`src/rtl/bank_wr_pkg.sv`:
```
// Shared types for the bank write demux: FSM states, bank count and the word record
// carried through the skid buffer and output register.
`ifndef DATA_WIDTH
`define DATA_WIDTH 16
`endif
`ifndef BANK_WIDTH
`define BANK_WIDTH 6
`endif

package bank_wr_pkg;
    localparam int WR_DATA_W = `DATA_WIDTH;
    localparam int WR_BANK_W = `BANK_WIDTH;
    localparam int WR_ADDR_W = 4;
    localparam int BANK_NUM  = 2 ** WR_BANK_W;

    typedef enum logic [1:0] {IDLE, RUN, FLUSH, DONE} wr_state_e;

    typedef struct packed {
        logic [WR_DATA_W-1:0] data;
        logic [WR_BANK_W-1:0] bank;
        logic [WR_ADDR_W-1:0] addr;
    } wr_word_t;
endpackage

```
`src/rtl/bank_wr_skid.sv`:
```
// 2-entry skid buffer; when empty and the consumer is ready the input word
// passes straight through so an accepted word reaches the output register next cycle.
module bank_wr_skid
    import bank_wr_pkg::*;
#(
    parameter int W = $bits(wr_word_t)
) (
    input  logic         i_clk,
    input  logic         i_rst_n,
    input  logic         i_valid,
    output logic         o_ready,
    input  logic [W-1:0] i_word,
    output logic         o_valid,
    input  logic         i_ready,
    output logic [W-1:0] o_word
);
    wr_word_t   r_mem [2];
    logic       r_wp;
    logic       r_rp;
    logic [1:0] r_cnt;
    logic       w_bypass;
    logic       w_push;
    logic       w_pop;

    // ready comes from the fill level only, never from the consumer side
    assign o_ready  = (r_cnt != 2'd2);
    assign o_valid  = (r_cnt != 2'd0) || i_valid;
    assign o_word   = (r_cnt != 2'd0) ? r_mem[r_rp] : i_word;
    assign w_bypass = (r_cnt == 2'd0) && i_ready;
    assign w_push   = i_valid && o_ready && !w_bypass;
    assign w_pop    = (r_cnt != 2'd0) && i_ready;

    always_ff @(posedge i_clk) begin
        if (!i_rst_n) begin
            r_wp     <= 1'b0;
            r_rp     <= 1'b0;
            r_cnt    <= 2'd0;
            r_mem[0] <= '0;
            r_mem[1] <= '0;
        end else begin
            if (w_push) begin
                r_mem[r_wp] <= i_word;
                r_wp        <= !r_wp;
            end
            if (w_pop)
                r_rp <= !r_rp;
            r_cnt <= r_cnt + {1'b0, w_push} - {1'b0, w_pop};
        end
    end
endmodule

```
`src/rtl/bank_write_demux.sv`:
```
// Framed write demux: skid-buffered (data, bank, addr) stream to a one-hot bank write port.
// Define WR_STALL_CNT_EN to build the saturating input-stall counter on o_stall_cnt.
module bank_write_demux
    import bank_wr_pkg::*;
#(
    parameter int DATA_W    = WR_DATA_W,
    parameter int BANK_W    = WR_BANK_W,
    parameter int ADDR_W    = WR_ADDR_W,
    parameter int FRAME_LEN = 1024
) (
    input  logic                i_clk,
    input  logic                i_rst_n,
    input  logic                i_start,
    input  logic                i_in_valid,
    output logic                o_in_ready,
    input  logic [DATA_W-1:0]   i_in_data,
    input  logic [BANK_W-1:0]   i_in_bank,
    input  logic [ADDR_W-1:0]   i_in_addr,
    input  logic                i_bank_ready,
    output logic [BANK_NUM-1:0] o_wen,
    output logic [DATA_W-1:0]   o_wdata,
    output logic [ADDR_W-1:0]   o_waddr,
    output logic                o_busy,
    output logic                o_done,
    output logic [15:0]         o_stall_cnt
);
    localparam int               CNT_W = $clog2(FRAME_LEN) + 1;
    localparam logic [CNT_W-1:0] LAST  = CNT_W'(FRAME_LEN - 1);

    wr_state_e        r_state;
    logic             r_busy;
    logic             r_done;
    logic [CNT_W-1:0] r_in_cnt;
    logic [CNT_W-1:0] r_wr_cnt;
    wr_word_t         r_out;
    logic             r_out_vld;

    logic     w_run;
    logic     w_skid_in_vld;
    logic     w_skid_ready;
    logic     w_skid_vld;
    logic     w_acc;
    logic     w_wr;
    logic     w_load;
    wr_word_t w_in_word;
    wr_word_t w_skid_word;

    assign w_run         = (r_state == RUN);
    assign w_in_word     = '{data: i_in_data, bank: i_in_bank, addr: i_in_addr};
    assign w_skid_in_vld = i_in_valid && w_run;

    bank_wr_skid u_skid (
        .i_clk   (i_clk),
        .i_rst_n (i_rst_n),
        .i_valid (w_skid_in_vld),
        .o_ready (w_skid_ready),
        .i_word  (w_in_word),
        .o_valid (w_skid_vld),
        .i_ready (w_load),
        .o_word  (w_skid_word)
    );

    assign o_in_ready = w_run && w_skid_ready;
    assign w_acc      = i_in_valid && o_in_ready;
    assign w_wr       = r_out_vld && i_bank_ready;
    assign w_load     = !r_out_vld || w_wr;

    // output register holds its word across bank_ready stalls
    always_ff @(posedge i_clk) begin
        if (!i_rst_n) begin
            r_out     <= '0;
            r_out_vld <= 1'b0;
        end else if (w_load) begin
            r_out_vld <= w_skid_vld;
            if (w_skid_vld)
                r_out <= w_skid_word;
        end
    end

    always_ff @(posedge i_clk) begin
        if (!i_rst_n) begin
            r_state  <= IDLE;
            r_busy   <= 1'b0;
            r_done   <= 1'b0;
            r_in_cnt <= '0;
            r_wr_cnt <= '0;
        end else begin
            r_done <= 1'b0;
            case (r_state)
                IDLE: if (i_start) begin
                    r_state  <= RUN;
                    r_busy   <= 1'b1;
                    r_in_cnt <= '0;
                    r_wr_cnt <= '0;
                end
                RUN: begin
                    if (w_acc) begin
                        r_in_cnt <= r_in_cnt + CNT_W'(1);
                        if (r_in_cnt == LAST)
                            r_state <= FLUSH;
                    end
                    if (w_wr)
                        r_wr_cnt <= r_wr_cnt + CNT_W'(1);
                end
                FLUSH: if (w_wr) begin
                    r_wr_cnt <= r_wr_cnt + CNT_W'(1);
                    if (r_wr_cnt == LAST) begin
                        r_state <= DONE;
                        r_busy  <= 1'b0;
                        r_done  <= 1'b1;
                    end
                end
                DONE:    r_state <= IDLE;
                default: r_state <= IDLE;
            endcase
        end
    end

    assign o_wen   = r_out_vld ? ({{(BANK_NUM-1){1'b0}}, 1'b1} << r_out.bank) : '0;
    assign o_wdata = r_out.data;
    assign o_waddr = r_out.addr;
    assign o_busy  = r_busy;
    assign o_done  = r_done;

`ifdef WR_STALL_CNT_EN
    logic [15:0] r_stall_cnt;

    always_ff @(posedge i_clk) begin
        if (!i_rst_n)
            r_stall_cnt <= '0;
        else if (r_state == IDLE && i_start)
            r_stall_cnt <= '0;
        else if (r_busy && i_in_valid && !o_in_ready && r_stall_cnt != 16'hFFFF)
            r_stall_cnt <= r_stall_cnt + 16'd1;
    end

    assign o_stall_cnt = r_stall_cnt;
`else
    assign o_stall_cnt = 16'd0;
`endif
endmodule
```
`config.mk`:
```
export PLATFORM = sky130hd
export DESIGN_NAME = bank_write_demux
export DESIGN_NICKNAME = d
export VERILOG_FILES = /design/src/rtl/bank_wr_pkg.sv /design/src/rtl/bank_wr_skid.sv /design/src/rtl/bank_write_demux.sv
export SDC_FILE = /design/constraint.sdc
export NUM_CORES = 1
export LEC_CHECK = 0
export ABC_AREA = 1
export BUFFER_PORTS_ARGS = -buffer_cell sky130_fd_sc_hd__buf_2
export CAP_MARGIN = 40
export CORE_MARGIN = 5
export CORE_UTILIZATION = 55
export DETAILED_ROUTE_END_ITERATION = 10
export GPL_ROUTABILITY_DRIVEN = 0
export GPL_TIMING_DRIVEN = 0
export PLACE_DENSITY = 0.8
export SETUP_SLACK_MARGIN = 0.2
export SYNTH_ARGS = -nofsm -noshare
export SYNTH_HDL_FRONTEND = slang
export SYNTH_SLANG_ARGS = --single-unit
```
`constraint.sdc`:
```
create_clock -name i_clk -period 2.8 [get_ports i_clk]
set_input_delay 0.14 -clock i_clk [delete_from_list [all_inputs] [get_ports i_clk]]
set_output_delay 0.14 -clock i_clk [all_outputs]
set_load 0.03 [all_outputs]
```
==> results of run 1 <==
-- final cells by class --
class	count	area share
Buffer	76	0.0686
Clock buffer	9	0.0178
Clock inverter	7	0.0101
Inverter	98	0.0541
Multi-Input combinational cell	470	0.345
Sequential cell	110	0.391
Tap cell	136	0.0244
Timing Repair Buffer	118	0.0895
-- tightest hold or removal path, stage by stage --
cell and delay [ps]:
buf_2 100, nand2_1 60, a31oi_1 70
-- flip-flops by register name (all words and copies together), names as in the netlist, named ones only --
register      cells
o_busy            1
o_done            1
o_waddr           4
o_wdata          16
r_in_cnt         11
r_out             6
r_out_vld         1
r_state           2
r_wr_cnt         11
u_skid.r_cnt      2
u_skid.r_mem     52
u_skid.r_rp       1
u_skid.r_wp       1
-- power by group through the flow --
stage	combinational [mW]	clock [mW]	sequential [mW]
global route	2.78	1.00	2.09
finish	2.53	0.926	2.06
detailed placement	2.51	0	2.09
floorplan	1.89	0	2.07
global placement	2.41	0	2.08
CTS	2.52	0.937	2.06
-- cells by family (layout without fill, tap and decap cells) --
group | after synthesis | in the layout
simple gates | 323 | 323
buf+inv | 174 | 308
compound gates | 120 | 120
flops | 110 | 110
fa+ha+maj | 9 | 9
xor+xnor | 2 | 2
other cells | 1 | 16
-- through the flow --
step | utilization | setup slack [ps] | hold slack [ps] | std cells | power (mW)
final | 0.669 | 453 | 31.4 | 1024 | 5.52
after global placement | 0.646 | 75.9 | 425 | 1006 | 4.49
after floorplan | - | 554 | 301 | 754 | 3.96
after global routing | 0.669 | 291 | 36.0 | 1024 | 5.87
after CTS | 0.668 | 337 | 20.6 | 1024 | 5.52
after detailed placement | 0.650 | 210 | 433 | 1008 | 4.60
-- worst max path at each step --
stage	startpoint	depth (start not counted)	slack (ps)	end
6_report	r_state[1]$_SDFFE_PN0P_	10	450	u_skid.r_mem[1][9]$_SDFFCE_PN0P_
5_1_grt	r_state[1]$_SDFFE_PN0P_	10	290	u_skid.r_mem[1][9]$_SDFFCE_PN0P_
4_1_cts	r_state[1]$_SDFFE_PN0P_	10	340	u_skid.r_mem[0][13]$_SDFFCE_PN0P_
3_5_place_dp	r_state[1]$_SDFFE_PN0P_	10	210	u_skid.r_mem[1][2]$_SDFFCE_PN0P_
3_3_place_gp	r_state[1]$_SDFFE_PN0P_	9	80	u_skid.r_mem[1][22]$_SDFFCE_PN0P_
2_1_floorplan	r_state[1]$_SDFFE_PN0P_	9	550	u_skid.r_mem[0][0]$_SDFFCE_PN0P_
-- metal layers --
metal / wire (um) / vias to the layer above / part of all wire
met4: 441 / 0 / 0.030
met1: 5770 / 2440 / 0.39
met5: 0 / - / 0
met3: 1160 / 37 / 0.078
met2: 7500 / 222 / 0.50
li1: - / 2663 / -
-- layout by cell type (no fill, tap or decap), drive strengths merged, types with 2 or more instances in the layout --
master,n
buf,175
nor2,156
nand2,102
inv,97
dfxtp,58
edfxtp,52
o21ai,39
nand4,30
clkbuf,28
a31oi,27
o211ai,26
nand3,25
a21oi,23
conb,16
ha,9
nor3,7
clkinv,7
xor2,2
o21a,2
-- repair_timing --
action,CTS,global route
gates cloned,0,0
endpoints found under the setup margin,3,8
setup buffers,0,0
gates resized for setup,1,1
==> flow_metrics.py, run 1 <==
metrics = {
    "power": {
        "power_leakage_nw": 3.28,
        "p_per_area_nw_per_um2": 793,
        "switching_share": 0.447,
        "p_comb_frac": 0.459,
        "ir_drop_mv": 0.499,
        "intPower_mw": 3.05,
        "power_frac_clock": 0.168,
        "seq_power_share": 0.373,
        "p_sw_mw": 2.47,
    },
    "grt": {
        "met3_usage": 0.0334,
        "grt_max_degree": 21,
        "grtUsageMet1": 0.265,
        "grt_overflow": 0,
        "grt-busiest-layer": "met2",
        "antenna_found_initial": 0,
        "grt_pass1_vias": 5261,
        "grt_util_all_layers": 0.230,
        "met2_usage": 0.422,
        "grt_pass1_wl_um": 24200,
    },
    "logic_synthesis": {
        "yosysTopAreaCellShare": 0.264,
        "synth-async-reset-ratio": 0,
        "synth_edf_count": 52,
        "synth_area_sq_um": 5920,
        "synth_top_family_by_area": "simple AND/OR/NAND/NOR gates",
        "synth_common_cells": "nor2_1, nand2_1, inv_1, dfxtp_1, edfxtp_1",
        "synth.area.top_cells": "edfxtp_1, dfxtp_1, nor2_1, nand2_1, inv_1",
        "synthFlopType": "dfxtp_1",
        "synthMuxAreaShare": 0,
        "ys_seq_area_frac": 0.460,
        "ys_seq_elements": 110,
        "synthAdderAreaFrac": 0.0190,
        "synth_compound_area_frac": 0.127,
        "yosysUniqueCellTypes": 43,
        "synthSimpleGateAreaFrac": 0.246,
        "synth.most_common_cell": "nor2_1",
        "synth_cells": 739,
        "ys_warn_count": 0,
        "synth_xor_xnor_area_share": 0.00296,
        "synth_top_area_cell": "edfxtp_1",
        "synth_area_per_cell_sq_um": 8.01,
    },
    "route": {
        "ant_nets": 0,
        "detail_route.drc_violations": 0,
        "num_vias": 5362,
        "vias_per_cell": 5.24,
        "drtPass1Iterations": 5,
        "routed_wl_um": 14900,
        "drt_iter0_drc": 413,
        "detail_route.wl_per_cell_um": 14.5,
    },
    "min_path": {
        "min_to": "o_waddr[2]$_SDFFE_PN0P_",
        "hold_path_class": "primary input to register",
        "hp-start": "i_in_addr[2]",
        "min_path_cells": 3,
    },
    "cts": {
        "cts_buffers": 9,
        "clk_latency_ps": 380,
        "clockBufferDepth": 2,
        "h-tree-depth": 3,
        "cts_tree": "yes",
        "hold_buffers": 0,
        "cts.sinks": 110,
        "cts_root_buf": "clkbuf_8",
        "clk_pin_slew_worst_paths_ps": 110,
    },
    "timing": {
        "fin_skew_ps": 12.9,
        "fin_tns_setup_ps": 0,
        "tightest_slew_ps": 578,
        "fmax_mhz": 426,
        "hold_viol_final": 0,
        "slew_headroom": 0.613,
        "finalCritPeriodShare": 0.838,
        "rsz0062_at_grt": "no",
        "finalCriticalPeriod_ps": 2350,
        "drv_slew": 0,
        "setup_viol": 0,
    },
    "floorplan": {
        "start_util": 0.568,
        "dieArea_sq_um": 12900,
        "die_y_um": 114,
        "core_sq_um": 10400,
        "io_pins": 134,
        "die_w_um": 114,
        "rows": 37,
    },
    "setup_path": {
        "crit_path_top_delay_cell": "dfxtp_1",
        "crit_buf_inv": 4,
        "cp.required_ps": 2900,
        "cp.arrival_ps": 2440,
        "crit_path_max_fanout": 14,
        "ff2ff_setup_slack_ps": 450,
        "end_kind": "register",
        "slowest_delay_ps": 340,
        "r2r-start": "r_state[1]$_SDFFE_PN0P_",
        "worst_r2r_path_depth": 10,
        "r2r_end": "u_skid.r_mem[1][9]$_SDFFCE_PN0P_",
        "criticalPathCategory": "register to register",
        "start_kind": "register",
        "crit_chain": "inv_1 -> ha_1 -> nand2_1 -> a21oi_1 -> o21ai_2 -> inv_2 -> nand3_4 -> buf_6 -> nand2_2 -> buf_8",
        "path_delay_family": "buffers and inverters",
    },
    "cells_and_area": {
        "syn_to_final_growth_pct": 17.7,
        "final_layout_size_suffix_gt1_frac": 0.252,
        "stdcell_area_sq_um": 6970,
        "nets": 923,
        "multi_input_area_sq_um": 2400,
        "ff_latch_area_sq_um": 2720,
        "fillers": 839,
        "diodes": 0,
    },
    "placement": {
        "placed_area_sq_um": 6770,
        "dp_hpwl_um": 11200,
        "portBuffers": 116,
    },
    "run_status": {
        "run_status": "finished, final reports clean",
    },
    "job": {
        "drv_cap": 0,
    },
}
Note: power is estimated with default switching activity, not from simulation.
==> inputs of run 2 (changes only) <==
--- a/config.mk
+++ b/config.mk
@@ -5,15 +5,15 @@
 export SDC_FILE = /design/constraint.sdc
 export NUM_CORES = 1
 export LEC_CHECK = 0
-export ABC_AREA = 1
+export ABC_AREA = 0
 export BUFFER_PORTS_ARGS = -buffer_cell sky130_fd_sc_hd__buf_2
 export CAP_MARGIN = 40
 export CORE_MARGIN = 5
-export CORE_UTILIZATION = 55
+export CORE_UTILIZATION = 49
 export DETAILED_ROUTE_END_ITERATION = 10
 export GPL_ROUTABILITY_DRIVEN = 0
 export GPL_TIMING_DRIVEN = 0
-export PLACE_DENSITY = 0.8
+export PLACE_DENSITY = 0.76
 export SETUP_SLACK_MARGIN = 0.2
 export SYNTH_ARGS = -nofsm -noshare
 export SYNTH_HDL_FRONTEND = slang
==> constraint.sdc (replaced) <==
create_clock -name i_clk -period 2 [get_ports i_clk]
set_input_delay 0.1 -clock i_clk [delete_from_list [all_inputs] [get_ports i_clk]]
set_output_delay 0.1 -clock i_clk [all_outputs]
set_load 0.03 [all_outputs]
==> run 2 against run 1 <==
Effect of this change: sequential power rose by 49%; non-clock buffer count is 22 higher; setup slack got worse by 370 ps; highest routed layer unchanged; critical path type unchanged; clock skew decreased by 2.2 ps; critical path depth fell by 3; register-to-register slack worse by 370 ps.
==> flow_metrics.py, run 2 <==
metrics = {
    "setup_path": {
        "ff2ff_setup_slack_ps": 90,
        "end_kind": "register",
        "crit_path_max_fanout": 7,
        "cp.arrival_ps": 2210,
        "r2r_end": "r_in_cnt[8]$_SDFFE_PN0P_",
        "criticalPathCategory": "register to register",
        "cp.required_ps": 2300,
        "start_kind": "register",
        "worst_r2r_path_depth": 7,
        "r2r-start": "r_state[0]$_SDFFE_PN0P_",
    },
    "logic_synthesis": {
        "ys_warn_count": 0,
        "yosysTopAreaCellShare": 0.278,
        "synth-async-reset-ratio": 0,
        "synth_area_sq_um": 5630,
        "yosysUniqueCellTypes": 53,
        "synth_area_per_cell_sq_um": 9.24,
        "synthFlopType": "dfxtp_1",
        "synth.area.top_cells": "edfxtp_1, dfxtp_1, nor2_1, and2_1, nand2_1",
        "ys_seq_elements": 110,
        "synth.most_common_cell": "nor2_1",
        "synth_cells": 609,
        "synth_common_cells": "nor2_1, nand2_1, dfxtp_1, and2_1, edfxtp_1",
        "synth_edf_count": 52,
        "synth_top_area_cell": "edfxtp_1",
        "ys_seq_area_frac": 0.484,
    },
    "timing": {
        "fmax_mhz": 522,
        "rsz0062_at_grt": "yes",
        "finalCriticalPeriod_ps": 1910,
        "fin_ws_ps": 85.2,
        "finalCritPeriodShare": 0.957,
        "tightest_slew_ps": 599,
        "fin_tns_setup_ps": 0,
        "drv_slew": 0,
        "hold_viol_final": 0,
        "fin_skew_ps": 10.7,
        "slew_headroom": 0.598,
        "setup_viol": 0,
    },
    "floorplan": {
        "die_w_um": 117,
        "rows": 39,
        "io_pins": 134,
        "start_util": 0.497,
        "dieArea_sq_um": 13700,
        "die_y_um": 117,
        "core_sq_um": 11300,
    },
    "placement": {
        "placed_area_sq_um": 6570,
        "dp_hpwl_um": 9750,
        "dp_worst_setup_slack_ps": -346,
        "portBuffers": 116,
    },
    "power": {
        "power.total_mw": 9.39,
        "power_leakage_nw": 3.21,
        "seq_power_share": 0.327,
        "p_comb_frac": 0.467,
        "p_sw_mw": 3.70,
        "p_per_area_nw_per_um2": 1250,
        "switching_share": 0.394,
        "power_frac_clock": 0.206,
        "intPower_mw": 5.70,
        "ir_drop_mv": 0.969,
    },
    "route": {
        "ant_nets": 0,
        "vias_per_cell": 5.30,
        "detail_route.wl_per_cell_um": 15.9,
        "drtPass1Iterations": 7,
        "detail_route.drc_violations": 0,
        "drt_iter0_drc": 275,
        "num_vias": 4947,
        "routed_wl_um": 14900,
    },
    "grt": {
        "grt_pass1_vias": 4668,
        "grt_max_degree": 19,
        "grt_overflow": 0,
        "grt_pass1_wl_um": 21900,
        "grt_util_all_layers": 0.202,
        "antenna_found_initial": 0,
    },
    "cells_and_area": {
        "final_cell_mix": "buf_2, nor2_1, nand2_1, buf_4, edfxtp_1",
        "diodes": 0,
        "syn_to_final_growth_pct": 33.2,
        "fillers": 882,
        "largest_reg_flops": 52,
        "nets": 826,
        "final_layout_size_suffix_gt1_frac": 0.374,
        "regMostFlops": "u_skid.r_mem",
        "final_common_cell": "buf_2",
        "stdcell_area_sq_um": 7490,
    },
    "min_path": {
        "min_to": "u_skid.r_mem[0][14]$_SDFFCE_PN0P_",
        "hp-start": "i_in_data[4]",
        "min_path_cells": 2,
        "hold_path_class": "primary input to register",
    },
    "cts": {
        "clk_pin_slew_worst_paths_ps": 80,
        "cts_root_buf": "clkbuf_16",
        "cts.sinks": 110,
        "h-tree-depth": 3,
        "cts_buffers": 9,
        "cts_tree": "yes",
        "clk_latency_ps": 360,
        "clockBufferDepth": 2,
    },
    "run_status": {
        "run_status": "finished, final reports clean",
    },
    "job": {
        "drv_cap": 0,
    },
}
==> run 2: critical path: stages (launching register included) <==
cell and delay [ps]:
dfxtp_4 360, buf_6 130, ha_4 180, nor2b_4 130, a31oi_4 60, or4_4 470
or4_1 440, o21ai_1 90
==> run 2: layout make-up <==
| type | count | area [sq um] | share of cell area |
|---|---|---|---|
| Multi-Input combinational cell | 440 | 2820 | 0.376 |
| Tap cell | 143 | 179 | 0.0239 |
| Clock buffer | 11 | 264 | 0.0352 |
| Clock inverter | 5 | 61.3 | 0.00818 |
| Sequential cell | 110 | 2740 | 0.366 |
| Buffer | 65 | 468 | 0.0624 |
| Inverter | 9 | 41.3 | 0.00551 |
| Timing Repair Buffer | 151 | 921 | 0.123 |
==> run 2: through the flow <==
| stage | hold slack, ps | util | cells |
|---|---|---|---|
| final | 44.8 | 0.662 | 934 |
| after global routing | 51.5 | 0.662 | 934 |
| after CTS | 39.2 | 0.635 | 918 |
| after detailed placement | 408 | 0.581 | 885 |
| after global placement | 404 | 0.577 | 883 |
| after floorplan | 298 | - | 624 |
==> run 2: repair_timing <==
item,in CTS,in global routing
hold endpoints to repair,0,0
hold buffers,0,0
endpoints found under the setup margin,148,175
pin swaps,10,17
buffers inserted,16,16
resized for setup,40,78
cloned,1,0
==> run 2: power by group through the flow <==
stage	combinational (mW)	clock, mW	sequential, mW
finish	4.39	1.93	3.07
global route	4.74	2.07	3.12
CTS	3.89	1.94	3.04
detailed placement	3.57	0	3.09
global placement	3.50	0	3.07
floorplan	2.76	0	3.03
==> run 2: routing by layer <==
layer | GRT usage | share of wire | vias up
li1 | - | - | 2382
met1 | 0.232 | 0.39 | 2386
met2 | 0.377 | 0.55 | 152
met3 | 0.0375 | 0.047 | 27
met4 | 0.0642 | 0.019 | 0
met5 | 0 | 0 | -
==> run 2: worst max-delay path by stage <==
stage / start / slack, ps / end
3_3_place_gp: r_state[1]$_SDFFE_PN0P_ / -340 / o_wdata[15]$_SDFFE_PN0P_
4_1_cts: r_state[0]$_SDFFE_PN0P_ / 100 / r_in_cnt[8]$_SDFFE_PN0P_
2_1_floorplan: r_state[0]$_SDFFE_PN0P_ / 160 / r_in_cnt[7]$_SDFFE_PN0P_
5_1_grt: r_in_cnt[7]$_SDFFE_PN0P_ / 20 / r_state[0]$_SDFFE_PN0P_
6_report: r_state[0]$_SDFFE_PN0P_ / 90 / r_in_cnt[8]$_SDFFE_PN0P_
3_5_place_dp: r_state[1]$_SDFFE_PN0P_ / -350 / o_wdata[2]$_SDFFE_PN0P_
==> run 2: cell families after synthesis <==
group                      after synthesis  share of synthesized area
DFF                                    110                      0.484
buffers and inverters                   74                     0.0765
adders and majority gates                9                     0.0200
and+or+nand+nor                        287                      0.246
other                                    1                   0.000667
xor gates and xnor gates                18                     0.0280
AOI/OAI and AO/OA                       82                     0.0943
muxes                                   28                     0.0500
==> inputs of run 3 (changes only) <==
--- a/config.mk
+++ b/config.mk
@@ -8,12 +8,14 @@
 export ABC_AREA = 0
 export BUFFER_PORTS_ARGS = -buffer_cell sky130_fd_sc_hd__buf_2
 export CAP_MARGIN = 40
+export CELL_PAD_IN_SITES_DETAIL_PLACEMENT = 0
+export CELL_PAD_IN_SITES_GLOBAL_PLACEMENT = 1
 export CORE_MARGIN = 5
-export CORE_UTILIZATION = 49
+export CORE_UTILIZATION = 37
 export DETAILED_ROUTE_END_ITERATION = 10
 export GPL_ROUTABILITY_DRIVEN = 0
 export GPL_TIMING_DRIVEN = 0
-export PLACE_DENSITY = 0.76
+export PLACE_DENSITY_LB_ADDON = 0.1
 export SETUP_SLACK_MARGIN = 0.2
 export SYNTH_ARGS = -nofsm -noshare
 export SYNTH_HDL_FRONTEND = slang
==> run 3 against run 2 <==
Effect of this change: final area down 1.4%; count of clock-buffer cells in the layout is 2 higher; flip-flop and latch count stayed put; sequential power hardly changed; total power fell by 4.3%; wire length fell by 0.22%; non-clock buffer count down 12; via count shrank 4.5%; sequential share of layout area grew 0.41 points; setup slack better by 13 ps.
==> flow_metrics.py, run 3 (synthesis results as in run 2) <==
metrics = {
    "setup_path": {
        "ff2ff_setup_slack_ps": 100,
        "crit_chain": "inv_4 -> ha_4 -> nor2b_4 -> buf_6 -> or4_4 -> or3_4 -> a21oi_2",
        "path_delay_family": "simple AND/OR/NAND/NOR gates",
        "cp.required_ps": 2280,
        "slowest_delay_ps": 520,
        "start_kind": "register",
        "r2r-start": "r_state[0]$_SDFFE_PN0P_",
        "crit_path_max_fanout": 4,
        "criticalPathCategory": "register to register",
        "cp.arrival_ps": 2190,
        "crit_buf_inv": 2,
        "r2r_end": "r_in_cnt[7]$_SDFFE_PN0P_",
        "crit_path_top_delay_cell": "or4_4",
        "end_kind": "register",
        "worst_r2r_path_depth": 7,
    },
    "cts": {
        "cts_root_buf": "clkbuf_16",
        "cts_buffers": 9,
        "h-tree-depth": 3,
        "clk_pin_slew_worst_paths_ps": 70,
        "cts_tree": "yes",
        "clockBufferDepth": 2,
        "cts.sinks": 110,
        "clk_latency_ps": 360,
    },
    "grt": {
        "grt_max_degree": 24,
        "antenna_found_initial": 1,
        "grt_util_all_layers": 0.165,
        "grt_pass1_wl_um": 23400,
        "grt_pass1_vias": 4602,
        "grt_overflow": 0,
    },
    "route": {
        "detail_route.drc_violations": 0,
        "vias_per_cell": 4.88,
        "drtPass1Iterations": 4,
        "wl_met1_um": 6230,
        "routed_wl_um": 14800,
        "met3_length_um": 724,
        "drt_iter0_drc": 245,
        "met2WireLength_um": 7710,
        "highest_layer": "met5",
        "ant_nets": 0,
        "detail_route.wl_per_cell_um": 15.4,
        "num_vias": 4723,
    },
    "placement": {
        "portBuffers": 116,
        "dp_worst_setup_slack_ps": -505,
        "dp_hpwl_um": 10300,
    },
    "floorplan": {
        "io_pins": 134,
        "start_util": 0.374,
        "die_y_um": 133,
        "dieArea_sq_um": 17800,
        "die_w_um": 133,
        "core_sq_um": 15000,
        "rows": 45,
    },
    "cells_and_area": {
        "final_cell_mix": "buf_2, nor2_1, nand2_1, buf_4, and2_1",
        "diodes": 0,
        "fillers": 1460,
        "syn_to_final_growth_pct": 31.3,
        "multi_input_area_sq_um": 2810,
        "final_common_cell": "buf_2",
        "final_layout_size_suffix_gt1_frac": 0.347,
        "largest_reg_flops": 52,
        "nets": 814,
        "ff_latch_area_sq_um": 2730,
        "regMostFlops": "u_skid.r_mem",
    },
    "timing": {
        "fmax_mhz": 526,
        "slew_headroom": 0.545,
        "finalCritPeriodShare": 0.951,
        "hold_viol_final": 0,
        "drv_slew": 0,
        "finalCriticalPeriod_ps": 1900,
        "tightest_slew_ps": 683,
        "fin_skew_ps": 7.99,
        "fin_ws_ps": 98.1,
        "setup_viol": 0,
        "rsz0062_at_grt": "yes",
    },
    "power": {
        "power.total_mw": 8.99,
        "power_leakage_nw": 3.09,
        "ir_drop_mv": 0.647,
        "p_per_area_nw_per_um2": 1220,
    },
    "min_path": {
        "min_path_cells": 2,
        "hp-start": "i_in_data[8]",
        "hold_path_class": "primary input to register",
        "min_to": "u_skid.r_mem[0][18]$_SDFFCE_PN0P_",
    },
    "run_status": {
        "run_status": "finished, final reports clean",
    },
    "job": {
        "drv_cap": 0,
    },
}
-- run 3: changes by cell type in the layout (fill, tap and decap cells not counted), moves of 3 or more --
cell,change
and2_1,+9
and2_4,-9
buf_4,-6
clkbuf_1,+4
buf_2,-3
clkbuf_2,-3
dfxtp_1,+3
-- run 3: report_power, final --
group | switching, mW | leakage [nW] | internal (mW)
clock | 0.772 | 0.125 | 0.839
combinational | 2.55 | 1.96 | 1.75
sequential | 0.297 | 1.01 | 2.78
total | 3.62 | 3.09 | 5.37
-- run 3: stage by stage --
| step | instance area (sq um) | hold WS, ps | std cells | setup TNS, ps | util |
|---|---|---|---|---|---|
| floorplan | 5770 | 298 | 624 | 0 | - |
| detailed placement | 6630 | 410 | 930 | -23890 | 0.441 |
| CTS | 7210 | 35.7 | 963 | 0 | 0.479 |
| global route | 7390 | 40.1 | 967 | 0 | 0.491 |
| global placement | 6590 | 405 | 928 | -29220 | 0.438 |
| finish | 7390 | 47.8 | 967 | 0 | 0.491 |
-- run 3: how the worst max path moves through the flow --
stage,startpoint,to,depth (start not counted),slack [ps]
floorplan,r_state[0]$_SDFFE_PN0P_,r_in_cnt[7]$_SDFFE_PN0P_,7,160
global placement,r_state[1]$_SDFFE_PN0P_,o_wdata[2]$_SDFFE_PN0P_,7,-440
detailed placement,r_state[1]$_SDFFE_PN0P_,o_wdata[2]$_SDFFE_PN0P_,7,-500
CTS,r_out_vld$_SDFFE_PN0N_,u_skid.r_cnt[1]$_SDFF_PN0_,9,90
global route,r_state[0]$_SDFFE_PN0P_,r_in_cnt[7]$_SDFFE_PN0P_,7,50
finish,r_state[0]$_SDFFE_PN0P_,r_in_cnt[7]$_SDFFE_PN0P_,7,100
-- run 3: cell type report --
type	count	share of cell area
multi-input combinational	440	0.381
clock buffer	13	0.0325
timing repair buffer	139	0.113
tap	188	0.0318
clock inverter	3	0.00186
sequential	110	0.370
buffer	65	0.0644
inverter	9	0.00525
-- run 3: routing by layer --
| metal | vias up | track usage |
|---|---|---|
| met5 | - | 0 |
| met4 | 2 | 0.0429 |
| met3 | 14 | 0.0483 |
| met2 | 95 | 0.290 |
| met1 | 2258 | 0.198 |
| li1 | 2354 | - |
-- run 3: repair_timing --
item | 4_1_cts | 5_1_grt
pin swaps | 17 | 11
resized for setup | 49 | 59
buffers inserted | 17 | 4
setup endpoints to repair | 169 | 151
hold buffers | 0 | 0
